$ cat src/rtl/logic_unit_arbiter.sv
// Round-robin arbiter sharing one registered bitwise logic unit between NREQ requesters.
// Optional LOGIC_ARB_ERR_EN adds a res_err flag that marks the reserved opcode 7.
module logic_unit_arbiter #(
  parameter int unsigned NREQ = 4,
  parameter int unsigned W    = 8,
  localparam int unsigned IDW = $clog2(NREQ)
) (
  input  logic              clk,
  input  logic              rst_n,
  input  logic [NREQ-1:0]   req,
  input  logic [3*NREQ-1:0] op_flat,
  input  logic [W*NREQ-1:0] a_flat,
  input  logic [W*NREQ-1:0] b_flat,
  output logic [NREQ-1:0]   gnt,
  output logic              res_valid,
  output logic [IDW-1:0]    res_id,
  output logic [W-1:0]      res_data,
  output logic              busy
`ifdef LOGIC_ARB_ERR_EN
  ,
  output logic              res_err
`endif
);

  localparam logic [1:0] IDLE = 2'd0;
  localparam logic [1:0] EXEC = 2'd1;
  localparam logic [1:0] RESP = 2'd2;

  logic [1:0]      state_q, state_d;
  logic [IDW-1:0]  ptr_q, ptr_d;
  logic [IDW-1:0]  id_q, id_d;
  logic [2:0]      op_q, op_d;
  logic [W-1:0]    a_q, a_d;
  logic [W-1:0]    b_q, b_d;
  logic [NREQ-1:0] gnt_q, gnt_d;
  logic            res_valid_q, res_valid_d;
  logic [IDW-1:0]  res_id_q, res_id_d;
  logic [W-1:0]    res_data_q, res_data_d;

  logic [2:0]      op_arr [NREQ];
  logic [W-1:0]    a_arr  [NREQ];
  logic [W-1:0]    b_arr  [NREQ];

  logic [IDW:0]    search_idx;
  logic [IDW-1:0]  win_id;
  logic            win_found;
  logic [W-1:0]    alu_res;

  always_comb begin
    for (int i = 0; i < NREQ; i++) begin
      op_arr[i] = op_flat[3*i +: 3];
      a_arr[i]  = a_flat[W*i +: W];
      b_arr[i]  = b_flat[W*i +: W];
    end
  end

  // First set request at or above ptr, wrapping modulo NREQ.
  always_comb begin
    search_idx = '0;
    win_id     = '0;
    win_found  = 1'b0;
    for (int k = 0; k < NREQ; k++) begin
      search_idx = {1'b0, ptr_q} + (IDW+1)'(k);
      if (search_idx >= (IDW+1)'(NREQ)) begin
        search_idx = search_idx - (IDW+1)'(NREQ);
      end
      if (!win_found && req[search_idx[IDW-1:0]]) begin
        win_found = 1'b1;
        win_id    = search_idx[IDW-1:0];
      end
    end
  end

  always_comb begin
    case (op_q)
      3'd0:    alu_res = a_q & b_q;
      3'd1:    alu_res = a_q | b_q;
      3'd2:    alu_res = ~a_q;
      3'd3:    alu_res = ~(a_q & b_q);
      3'd4:    alu_res = ~(a_q | b_q);
      3'd5:    alu_res = a_q ^ b_q;
      3'd6:    alu_res = ~(a_q ^ b_q);
      default: alu_res = '0;
    endcase
  end

  always_comb begin
    state_d     = state_q;
    ptr_d       = ptr_q;
    id_d        = id_q;
    op_d        = op_q;
    a_d         = a_q;
    b_d         = b_q;
    gnt_d       = '0;
    res_valid_d = 1'b0;
    res_id_d    = res_id_q;
    res_data_d  = res_data_q;
    case (state_q)
      IDLE: begin
        if (win_found) begin
          id_d    = win_id;
          op_d    = op_arr[win_id];
          a_d     = a_arr[win_id];
          b_d     = b_arr[win_id];
          gnt_d   = {{(NREQ-1){1'b0}}, 1'b1} << win_id;
          state_d = EXEC;
        end
      end
      EXEC: begin
        res_data_d  = alu_res;
        res_id_d    = id_q;
        res_valid_d = 1'b1;
        state_d     = RESP;
      end
      RESP: begin
        // The serviced requester drops to lowest priority.
        if (id_q == IDW'(NREQ - 1)) begin
          ptr_d = '0;
        end else begin
          ptr_d = id_q + IDW'(1);
        end
        state_d = IDLE;
      end
      default: state_d = IDLE;
    endcase
  end

  always_ff @(posedge clk or negedge rst_n) begin
    if (!rst_n) begin
      state_q     <= IDLE;
      ptr_q       <= '0;
      id_q        <= '0;
      op_q        <= '0;
      a_q         <= '0;
      b_q         <= '0;
      gnt_q       <= '0;
      res_valid_q <= 1'b0;
      res_id_q    <= '0;
      res_data_q  <= '0;
    end else begin
      state_q     <= state_d;
      ptr_q       <= ptr_d;
      id_q        <= id_d;
      op_q        <= op_d;
      a_q         <= a_d;
      b_q         <= b_d;
      gnt_q       <= gnt_d;
      res_valid_q <= res_valid_d;
      res_id_q    <= res_id_d;
      res_data_q  <= res_data_d;
    end
  end

`ifdef LOGIC_ARB_ERR_EN
  logic res_err_q;

  always_ff @(posedge clk or negedge rst_n) begin
    if (!rst_n) begin
      res_err_q <= 1'b0;
    end else if (state_q == EXEC) begin
      res_err_q <= (op_q == 3'd7);
    end
  end

  assign res_err = res_err_q;
`endif

  assign gnt       = gnt_q;
  assign res_valid = res_valid_q;
  assign res_id    = res_id_q;
  assign res_data  = res_data_q;
  assign busy      = (state_q != IDLE);

endmodule

$ cat config.mk
export PLATFORM = sky130hd
export DESIGN_NAME = logic_unit_arbiter
export DESIGN_NICKNAME = d
export VERILOG_FILES = /design/src/rtl/logic_unit_arbiter.sv
export SDC_FILE = /design/constraint.sdc
export NUM_CORES = 1
export LEC_CHECK = 0
export CAP_MARGIN = 30
export CORE_MARGIN = 8
export CORE_UTILIZATION = 50
export CTS_CLUSTER_DIAMETER = 100
export DETAILED_ROUTE_END_ITERATION = 6
export DONT_BUFFER_PORTS = 1
export PLACE_DENSITY = 0.68
export SYNTH_ARGS = -nofsm -noshare
export SYNTH_HDL_FRONTEND = slang
export SYNTH_SLANG_ARGS = --single-unit
$ cat constraint.sdc
create_clock -name clk -period 1.5 [get_ports clk]
set_input_delay 0.15 -clock clk [delete_from_list [all_inputs] [get_ports clk]]
set_output_delay 0.15 -clock clk [all_outputs]
set_load 0.1 [all_outputs]
==> impl_results.md <==
- Reg power frac: 0.200
- Post-synth top area share: 0.3592
- Maximum VDD drop: 1.683 mV
- Relative slew margins: 0.7842
- Library cells used by synthesis: 38
- Sw Pwr: 5.006 mW
- Critical hold path startpoint: a_flat[20]
- Crit Path Max Fanout: 7
- Largest net degree at the start of global routing: 41
- R2r setup slk: -0.23 ns
- Crit path DAT: 1.91 ns
- Number of global-route vias before repair: 2555
- Root buffer cell: clkbuf_8
- Die H: 90.65 microns
- Critical path's largest stage delay: 0.39 ns
- Multi-input combinational cell area: 1834 sq um
- Synth Area in Adders: 0.07634
- Seq cells post-synth: 40
- Pwr Density: 2731 nW/um^2
- Commonest non-fill, non-tap cells in the layout: buf_4, nand2_1, dfrtp_1
- Area growth syn-to-layout: 31.97%
- Critical Path, Cell by Cell: mux2i_1, o22ai_2, nor2_4, clkbuf_16, mux2i_2, o221ai_2
- First-pass GRT wire length: 11980 microns
- Avg Inst Size Synth: 9.414 sq um
- Post-Synth XOR/XNOR Area: 0
- Leakage: 1.691 nW
- Final Hold Fails: 0
- Worst Setup SP: ptr_q[1]
- Iteration-0 DRC Markers: 185
- Comb power frac: 0.710
- Layout Skew: 0.004744 ns
- Residual DRC: 0
- Reg area: 1002 sq um
- IO Count: 98
- Internal: 5.037 mW
- Critical path capture point type: flop
- Required time worst endpoint: 1.68 ns
- TritonCTS clock tree: built
- Top cell type by total area after synthesis: dfrtp_1
- Via count: 2397
- Synth Area in Simple Gates: 0.1109
- Post-route setup slack: -0.2337 ns
- Failing checks: negative setup slack
- Nets: 435
- Synth Instances: 296
- Synth warnings: 0
- Switching portion of total power: 0.4985
- Clk pwr share: 0.090
- Total GRT Usage: 0.1773
- Tightest Pin Transition: 0.3215 ns
- Hpwl dp: 5595 microns
- WL per Instance: 19.23 microns
- RR Startpoint: ptr_q[1]
- RSZ-0062 raised after global routing: true
- Post-Route Setup TNS: -3.975 ns
- Ant. Diodes: 0
- Overflow after GRT: 0
- Max Cap Viol: 0
- Detailed Routing Iterations Pass 1: 4
- Worst setup SP type: flop
- Post-DRT Antenna Nets: 0
- Number of vias per cell: 5.861
- Hold WC Path Type: in2reg
- Area contributors post-synth: dfrtp_1, mux2i_1, ha_1, o221ai_1, nand2_1
- Mux cell area share after synthesis: 0.1846
- Register area share after synthesis: 0.3592
- Critical path class: reg2reg
- Dpl ws: -0.1748 ns
- PortBufs: 0
- Bufs on Longest Clock Path: 2
- Crit share post-route: 1.156
- Syn Std Cell Area: 2786 sq um
- Post-synth net total: 395
- Commonest non-fill, non-tap cell in the layout: buf_4
- Initial Util: 0.5123
- Final setup fails: 19
- Max Freq: 576.8 MHz
- Largest family of logic cells by synthesized area: multiplexers
- Share of cells above drive strength 1: 0.3709
- Skew-Pair Late Insertion Delay: 0.30 ns
- Die width: 90.65 microns
- Largest delay share family, worst path: multiplexers
- Outcome: complete, but fails checks
- Row count: 27
- Area of the core: 5439 sq um
- RePlAce Congestion: 0.8501
- Crit path time final: 1.734 ns
- Final max-slew violation count: 0
- Die area: 8217 sq um
- Worst path bufs/invs: 1
- Clock transition at the registers of the reported paths: 0.08 ns
- Compound-cell area share of the yosys netlist: 0.1774
- Clock net sink count: 40
- # fillers: 423
- Initial antenna violation count: 0
- CTS HTree Levels: 2
- CTS Buf Count: 5
- Routed wire length: 7865 microns
- Crit-path slowest cell: dfrtp_1
[per-stage QoR]
step                      instances  area, sq um  utilization  power (mW)  hold WS [ns]
final                           409         3677       0.6761       10.04       0.04365
after global routing            409         3677       0.6761       10.72       0.06647
after global placement          391         3264       0.6002       8.146       -0.1432
after detailed placement        391         3264       0.6002       8.323       -0.1433
after floorplan                 296         2962            -       6.889       -0.1456
after CTS                       401         3426       0.6299       9.384       0.08150
[registers in the layout, summed over array words and instances, names as in the netlist, 3 cells and up]
register,flops
a_q,8
b_q,8
gnt,4
op_q,3
res_data,8
[logic make-up after synthesis]
| group | count (synthesis) |
|---|---|
| adders and majority gates | 17 |
| DFF | 40 |
| and+or+nand+nor | 72 |
| muxes | 51 |
| buffers and inverters | 50 |
| AOI/OAI and AO/OA | 66 |
[per-layer routing]
layer / wire length, microns / GRT usage / share of wire / vias to the layer above
met1: 3107 / 0.1974 / 0.40 / 1169
met4: 148 / 0.07351 / 0.019 / 0
met2: 4144 / 0.3088 / 0.53 / 72
met5: 0 / 0 / 0 / -
met3: 464 / 0.04988 / 0.059 / 12
li1: - / - / - / 1144
[Yosys cell counts]
cell type,instances
a32oi_1,1
inv_1,27
mux2_2,1
o21ai_1,8
mux2_1,2
o22ai_2,1
nand2_1,44
o221a_2,1
a221oi_1,4
buf_6,1
a211o_1,2
buf_12,2
clkbuf_1,11
bufbuf_8,1
o22ai_1,7
or2_1,2
mux2i_1,48
clkinv_2,1
nor2b_1,1
nand2b_1,6
nor2_2,1
o31ai_1,1
or2b_1,1
dfrtp_1,40
a311oi_1,4
nor4_1,1
buf_2,6
o221ai_1,21
ha_1,17
or2_2,1
a211oi_1,2
buf_4,1
a31oi_1,1
o21a_1,1
nand2b_2,1
a32o_1,2
a21oi_1,10
nor2_1,14
[final cells by class]
type | instances | share of cell area
Tap cell | 72 | 0.02450
Multi-Input combinational cell | 206 | 0.4988
Clock inverter | 3 | 0.01157
Sequential cell | 40 | 0.2725
Clock buffer | 5 | 0.01871
Timing Repair Buffer | 55 | 0.1432
Inverter | 28 | 0.03062
[worst register-to-register path: cells and delay by family (launching register included)]
kind | cells | cell delay, ns
AND/OR/NAND/NOR | 1 | 0.26
buffers and inverters | 1 | 0.23
AO/OA/AOI/OAI | 2 | 0.24
multiplexers | 2 | 0.50
flip-flops | 1 | 0.39
[repair_timing]
item                                    CTS  global route
endpoints found under the setup margin   24            28
cloned                                    0             2
resized for setup                         4            42
hold buffers                              2             0
hold endpoints to repair                 40             0
buffers inserted                          0             6
pin swaps                                 4            20
[power by group through the flow]
stage | registers (mW) | clock network, mW | logic, mW
final | 2.01 | 0.904 | 7.13
after floorplan | 3.11 | 0 | 3.78
after global routing | 2.07 | 0.961 | 7.68
after CTS | 2.00 | 0.919 | 6.47
after detailed placement | 2.02 | 0 | 6.30
after global placement | 1.99 | 0 | 6.15
[worst paths after layout]
path | end | cells past startpoint
worst max register to register | a_q[1] | 6
min in group asynchronous | res_data[1] | 2
worst min-delay path | a_q[4] | 2
max in group asynchronous | op_q[2] | 2
worst min register to register | res_data[0] | 2
worst max-delay path | a_q[1] | 6
(Power assumes the default switching activity.)
